## config.mk

```make
export PLATFORM = sky130hd
export DESIGN_NAME = cpu_state_dump
export DESIGN_NICKNAME = d
export VERILOG_FILES = /design/src/rtl/cpu_dbg_pkg.sv /design/src/rtl/dump_out_reg.sv /design/src/rtl/cpu_state_dump.sv
export SDC_FILE = /design/constraint.sdc
export NUM_CORES = 1
export LEC_CHECK = 0
export ABC_AREA = 0
export CAP_MARGIN = 20
export CORE_ASPECT_RATIO = 0.6
export CORE_UTILIZATION = 45
export DETAILED_ROUTE_END_ITERATION = 10
export PLACE_DENSITY_LB_ADDON = 0.08
export SYNTH_ARGS = -nofsm -noshare
export SYNTH_HDL_FRONTEND = slang
export SYNTH_HIERARCHICAL = 1
export SYNTH_SLANG_ARGS = --single-unit
```

## constraint.sdc

```tcl
create_clock -name clk -period 3.86 [get_ports clk]
set_input_delay 0.965 -clock clk [delete_from_list [all_inputs] [get_ports clk]]
set_output_delay 0.965 -clock clk [all_outputs]
set_load 0.02 [all_outputs]
```

## src/rtl/cpu_dbg_pkg.sv

```systemverilog
// cpu_dbg_pkg: shared types and constants for the cpu debug/trace blocks.
//   dump_state_e : run-then-dump controller states
//   KIND_REG/MEM : out_kind encoding on the trace stream
//   DEFAULT_XLEN : default data width for register file and data memory
package cpu_dbg_pkg;

  localparam int DEFAULT_XLEN = 32;

  localparam logic KIND_REG = 1'b0;
  localparam logic KIND_MEM = 1'b1;

  typedef enum logic [2:0] {
    ST_IDLE     = 3'd0,
    ST_RUN      = 3'd1,
    ST_DUMP_REG = 3'd2,
    ST_DUMP_MEM = 3'd3,
    ST_DONE     = 3'd4
  } dump_state_e;

endpackage

```

## src/rtl/dump_out_reg.sv

```systemverilog
// dump_out_reg: single-entry valid/ready output register.
//   clk, rst_n      : clock, asynchronous active-low reset
//   load            : capture in_* as a new beat (only asserted while free)
//   clr             : clear the sticky last flag once nothing is in flight
//   in_data/kind/index/last : beat to capture
//   out_ready       : sink accepts the presented beat
//   free            : register can take a new beat this cycle
//   out_valid/data/kind/index/last : presented beat, held while stalled
module dump_out_reg #(
  parameter int W    = 32,
  parameter int IW   = 16
) (
  input  logic          clk,
  input  logic          rst_n,
  input  logic          load,
  input  logic          clr,
  input  logic [W-1:0]  in_data,
  input  logic          in_kind,
  input  logic [IW-1:0] in_index,
  input  logic          in_last,
  input  logic          out_ready,
  output logic          free,
  output logic          out_valid,
  output logic [W-1:0]  out_data,
  output logic          out_kind,
  output logic [IW-1:0] out_index,
  output logic          out_last
);

  logic          valid_q, valid_d;
  logic [W-1:0]  data_q,  data_d;
  logic          kind_q,  kind_d;
  logic [IW-1:0] index_q, index_d;
  logic          last_q,  last_d;

  // Empty, or the current beat leaves on this edge: a new one may replace it.
  assign free = !valid_q || out_ready;

  always_comb begin
    // NOTE: every signal gets a default before any branch so no latch is inferred.
    valid_d = valid_q;
    data_d  = data_q;
    kind_d  = kind_q;
    index_d = index_q;
    last_d  = last_q;
    if (load) begin
      valid_d = 1'b1;
      data_d  = in_data;
      kind_d  = in_kind;
      index_d = in_index;
      last_d  = in_last;
    end else if (valid_q && out_ready) begin
      valid_d = 1'b0;
    end else if (clr && !valid_q) begin
      last_d  = 1'b0;
    end
  end

  // NOTE: state registers use non-blocking assignments so all flops update together.
  always_ff @(posedge clk or negedge rst_n) begin
    if (!rst_n) begin
      valid_q <= 1'b0;
      data_q  <= '0;
      kind_q  <= 1'b0;
      index_q <= '0;
      last_q  <= 1'b0;
    end else begin
      valid_q <= valid_d;
      data_q  <= data_d;
      kind_q  <= kind_d;
      index_q <= index_d;
      last_q  <= last_d;
    end
  end

  assign out_valid = valid_q;
  assign out_data  = data_q;
  assign out_kind  = kind_q;
  assign out_index = index_q;
  assign out_last  = last_q;

endmodule

```

## src/rtl/cpu_state_dump.sv

```systemverilog
// cpu_state_dump: run-then-dump controller for the single-cycle cpu.
// Lets the cpu run for RUN_CYCLES+1 cycles (or until halt_req), stalls it,
// then streams NREGS register words followed by NMEM data-memory words
// (starting at MEM_BASE) over a valid/ready channel.
//   clk, reset          : clock, asynchronous active-low reset
//   start, halt_req     : begin run window / end it early
//   cpu_stall           : freezes the cpu while dumping and after
//   rf_raddr/rf_rdata   : register-file debug read port (combinational)
//   dm_raddr/dm_rdata   : data-memory debug read port (combinational)
//   out_valid/ready/data/kind/index/last : trace stream to the sink
//   busy, done          : controller active / dump fully delivered
module cpu_state_dump
  import cpu_dbg_pkg::*;
#(
  parameter int XLEN       = DEFAULT_XLEN,
  parameter int NREGS      = 32,
  parameter int NMEM       = 32,
  parameter int MEM_BASE   = 0,
  parameter int RUN_CYCLES = 50,
  parameter int ZERO_X0    = 1,
  parameter int IDXW       = 16
) (
  input  logic                                     clk,
  input  logic                                     reset,
  input  logic                                     start,
  input  logic                                     halt_req,
  output logic                                     cpu_stall,
  output logic [((NREGS > 1) ? $clog2(NREGS) : 1)-1:0] rf_raddr,
  input  logic [XLEN-1:0]                          rf_rdata,
  output logic [IDXW-1:0]                          dm_raddr,
  input  logic [XLEN-1:0]                          dm_rdata,
  output logic                                     out_valid,
  input  logic                                     out_ready,
  output logic [XLEN-1:0]                          out_data,
  output logic                                     out_kind,
  output logic [IDXW-1:0]                          out_index,
  output logic                                     out_last,
  output logic                                     busy,
  output logic                                     done
);

  localparam int RAW  = (NREGS > 1) ? $clog2(NREGS) : 1;
  localparam int MAXN = (NREGS > NMEM) ? NREGS : NMEM;
  localparam int IW   = $clog2(MAXN + 1);

  dump_state_e   state_q, state_d;
  logic [IW-1:0] idx_q,   idx_d;
  logic [31:0]   cnt_q,   cnt_d;

  logic            load;
  logic            clr;
  logic            free;
  logic [XLEN-1:0] ld_data;
  logic            ld_kind;
  logic [IDXW-1:0] ld_index;
  logic            ld_last;
  logic [IDXW-1:0] mem_addr;

  // Word address of the memory beat being fetched; wraps modulo 2^IDXW.
  assign mem_addr = IDXW'(MEM_BASE) + IDXW'(idx_q);

  always_comb begin
    state_d  = state_q;
    idx_d    = idx_q;
    cnt_d    = cnt_q;
    load     = 1'b0;
    clr      = 1'b0;
    ld_data  = '0;
    ld_kind  = KIND_REG;
    ld_index = '0;
    ld_last  = 1'b0;
    unique case (state_q)
      ST_IDLE: begin
        if (start) begin
          state_d = ST_RUN;
          cnt_d   = 32'(RUN_CYCLES);
        end else if (halt_req) begin
          state_d = ST_DUMP_REG;
          idx_d   = '0;
        end
      end
      ST_RUN: begin
        // The cycle that sees cnt==0 is the last run cycle, hence RUN_CYCLES+1.
        if (halt_req || cnt_q == 32'd0) begin
          state_d = ST_DUMP_REG;
          idx_d   = '0;
        end else begin
          cnt_d = cnt_q - 32'd1;
        end
      end
      ST_DUMP_REG: begin
        if (free) begin
          load     = 1'b1;
          ld_data  = (ZERO_X0 != 0 && idx_q == '0) ? '0 : rf_rdata;
          ld_kind  = KIND_REG;
          ld_index = IDXW'(idx_q);
          // Switch straight to memory so the next cycle loads its first word.
          if (idx_q == IW'(NREGS - 1)) begin
            state_d = ST_DUMP_MEM;
            idx_d   = '0;
          end else begin
            idx_d = idx_q + IW'(1);
          end
        end
      end
      ST_DUMP_MEM: begin
        if (free) begin
          load     = 1'b1;
          ld_data  = dm_rdata;
          ld_kind  = KIND_MEM;
          ld_index = mem_addr;
          ld_last  = (idx_q == IW'(NMEM - 1));
          if (ld_last) begin
            state_d = ST_DONE;
          end else begin
            idx_d = idx_q + IW'(1);
          end
        end
      end
      ST_DONE: begin
        if (start) begin
          state_d = ST_RUN;
          cnt_d   = 32'(RUN_CYCLES);
          clr     = 1'b1;
        end
      end
      default: state_d = ST_IDLE;
    endcase
  end

  always_ff @(posedge clk or negedge reset) begin
    if (!reset) begin
      state_q <= ST_IDLE;
      idx_q   <= '0;
      cnt_q   <= '0;
    end else begin
      state_q <= state_d;
      idx_q   <= idx_d;
      cnt_q   <= cnt_d;
    end
  end

  dump_out_reg #(
    .W  (XLEN),
    .IW (IDXW)
  ) u_out_reg (
    .clk       (clk),
    .rst_n     (reset),
    .load      (load),
    .clr       (clr),
    .in_data   (ld_data),
    .in_kind   (ld_kind),
    .in_index  (ld_index),
    .in_last   (ld_last),
    .out_ready (out_ready),
    .free      (free),
    .out_valid (out_valid),
    .out_data  (out_data),
    .out_kind  (out_kind),
    .out_index (out_index),
    .out_last  (out_last)
  );

  assign cpu_stall = (state_q == ST_DUMP_REG) || (state_q == ST_DUMP_MEM) ||
                     (state_q == ST_DONE);
  assign busy      = (state_q != ST_IDLE);
  // The last beat has left once DONE is reached and nothing is presented.
  assign done      = (state_q == ST_DONE) && !out_valid;
  assign rf_raddr  = (state_q == ST_DUMP_REG) ? RAW'(idx_q) : '0;
  assign dm_raddr  = (state_q == ST_DUMP_MEM) ? mem_addr : IDXW'(MEM_BASE);

endmodule

```

==> results.yml <==
status:
  status: "completed"
clock_tree:
  hold_buffers: 0
  cts_root_buf: "clkbuf_16"
  clk_latency_ns: 0.34
  tritoncts: "yes"
  clkSinkCount: 92
  cts_setup_buffers: 0
  cts_buffers: 9
  clk_pin_slew_ns: 0.06
  cts_resized: 0
  htree_levels: 3
  clock_tree.buffer_depth: 2
logic_synthesis:
  yosysTopAreaCell: "dfrtp_1"
  ys_ff_latch: 92
  ys_seq_area_share_pct: 44.56
  async_flop_share_pct: 100.0
  syn_area_um2: 5166
  ys.flop_type: "dfrtp_1"
  synth_top_area_share_pct: 44.56
  syn_inst: 454
  synth.area.top_cells: "dfrtp_1, mux2_4, a22o_1"
  yosys_warnings: 6
  avgSynthCellArea_um2: 11.38
  synthDistinctLibCells: 60
  synth_edf_count: 0
route:
  drt_wl_total_um: 12540
  wirelength_met1_um: 6035
  drtIter0Drc: 257
  avgRoutedWirePerCell_um: 17.15
  topRoutingLayerUsed: "met4"
  ant_nets: 0
  drc: 0
  first_pass_iters: 5
  met2_length_um: 5508
  vias: 4094
  dr_wl_met3_um: 811
  via_per_inst: 5.601
cells_and_area:
  drive_above_1_share_pct: 15.54
  areaGrowthSynthToFinish_pct: 32.31
  finalInstanceArea_um2: 6835
  nNetsFinal: 660
  final_util_pct: 63.00
  antenna_cells: 0
critical_path:
  start_kind: "register"
  reg2reg_to: "cnt_q[20]"
  cp_max_fo: 12
  cp_cell_sequence: "nand2b_1, nor2_1, and2_1, clkdlybuf4s50_1"
  slowest_delay_ns: 0.60
  r2r_slack_ns: 0.95
  reg2regPathDepth: 7
  worstSetupEndpointType: "output pin"
  crit_required_ns: 2.89
  setup.worst_path.start: "state_q[1]"
  crit_arrival_ns: 2.16
  cp_slowest_cell: "clkdlybuf4s50_1"
  cp_num_buf_inv: 1
  regToRegStartpoint: "cnt_q[0]"
  critPathTopFamily: "simple AND/OR/NAND/NOR gates"
  critPathKind: "reg -> out"
grt:
  grt_usage_pct: 22.10
  first_global_vias: 3908
  grt_max_degree: 53
  grt_overflow_total: 0
  grt_pass1_wl_um: 20680
  antenna_found_initial: 0
power_and_ir_drop:
  power_density_nw_per_um2: 567.6
  ir_drop_v: 0.0002697
  power.leakage_nw: 3.066
timing:
  relSlewSlack_pct: 53.74
  fin_crit_ns: 3.128
  drv_slew: 0
  hold_viol: 0
  fmax_mhz: 319.6
  finalSetupViolCount: 0
  finClkSkew_ns: 0.005115
  worstMarginPinSlew_ns: 0.6887
  whs_ns: 0.5025
  finalSetupTns_ns: 0
  min_period_over_period_pct: 81.05
  rsz0062_at_grt: "no"
die:
  coreArea_um2: 10850
  die_h_um: 85.00
  start_util_pct: 47.62
  die_area_um2: 11930
  die_x_um: 140.3
  ios: 144
  core.rowCount: 29
placement:
  gp_congestion: 0.8494
  dpl-instance-area_um2: 6523
  dp_hpwl_um: 8995
  io_buffer_count: 133
worst_hold_path:
  hp-class: "reg -> reg"
  hold_start: "cnt_q[10]"
  hold_end: "cnt_q[10]"
  holdPathStages: 1
flow_run:
  cap_violations: 0
[sequential cells by signal, indices dropped and copies added, names as in the netlist]
name	cells
u_out_reg/out_kind	1
u_out_reg/out_index	16
idx_q	6
state_q	3
u_out_reg/out_data	32
u_out_reg/out_valid	1
u_out_reg/out_last	1
cnt_q	32
[kinds of logic (layout without fill, tap and decap cells)]
group / after synthesis / in the layout / share of synthesized area [%]
adders and majority gates: 3 / 3 / 0.7266
and+or+nand+nor: 149 / 149 / 17.12
other: 1 / 20 / 0.07259
buffers and inverters: 46 / 165 / 6.515
xor gates and xnor gates: 2 / 2 / 0.3391
AOI/OAI and AO/OA: 106 / 106 / 15.33
muxes: 55 / 55 / 15.33
DFF: 92 / 92 / 44.56
[how the worst max path moves through the flow]
stage	endpoint	slack (ns)	depth (start not counted)
5_1_grt	rf_raddr[3]	0.53	4
2_1_floorplan	cnt_q[20]	1.32	5
3_3_place_gp	cnt_q[20]	0.54	6
6_report	rf_raddr[4]	0.73	4
3_5_place_dp	cnt_q[20]	0.49	6
4_1_cts	rf_raddr[4]	0.74	4
[metal layers]
layer  up-vias  track usage (%)
met2       152            33.23
met3        15            5.926
met4         0            5.495
met5         -                0
li1       1948                -
met1      1979            31.63
[through the flow]
| stage | std cells | power [W] | worst slack, ns |
|---|---|---|---|
| floorplan | 473 | 0.002308 | 1.321 |
| global placement | 716 | 0.002931 | 0.5413 |
| detailed placement | 716 | 0.002952 | 0.4852 |
| CTS | 731 | 0.003907 | 0.7377 |
| global route | 731 | 0.004080 | 0.5333 |
| finish | 731 | 0.003879 | 0.7315 |
[cell usage in the layout (no fill, tap or decap), types with 3 or more instances in the layout]
master and instances:
a21oi_1 17, a22o_1 32, a31oi_1 4, and2_1 4
and3_1 11, buf_4 8, clkbuf_16 9, clkdlybuf4s50_1 132
conb_1 20, dfrtp_1 92, ha_1 3, inv_1 8
mux2_4 48, mux2i_1 6, nand2_1 25, nand2b_1 7
nand3_1 7, nor2_1 23, nor2b_1 6, nor3_1 11
nor4_1 8, o21a_1 3, o21ai_0 19, o22ai_1 3
o31ai_1 11, o41ai_1 4, or2_2 3, or3_1 12
or4_1 11
[layout make-up]
type | count | area, um2
Fill cell | 864 | 4014
Multi-Input combinational cell | 335 | 2611
Sequential cell | 92 | 2302
Timing Repair Buffer | 141 | 1401
Clock buffer | 9 | 225.2
Tap cell | 139 | 173.9
Clock inverter | 6 | 87.58
Inverter | 9 | 33.78
[report_power, final]
part / internal [W] / total [W] / switching [W]
registers: 0.00117 / 0.00138 / 0.000209
logic: 0.000822 / 0.00156 / 0.000739
clock network: 0.000565 / 0.000937 / 0.000373
total: 0.00256 / 0.00388 / 0.00132
[Yosys cell counts, drive strengths merged, types with 3 or more instances]
cell	instances
a22o	32
o21a	3
or2	3
a21oi	17
clkbuf	16
o41ai	5
a31oi	4
and3	11
nand2b	8
o31ai	12
nor3	11
o22ai	3
nor4	10
dfrtp	92
mux2i	6
mux2	49
o21ai	19
and2	4
a211oi	3
buf	20
inv	9
nor2	23
nand2	25
ha	3
nand3	7
nor2b	6
or3	14
or4	13
(Power assumes the default switching activity.)
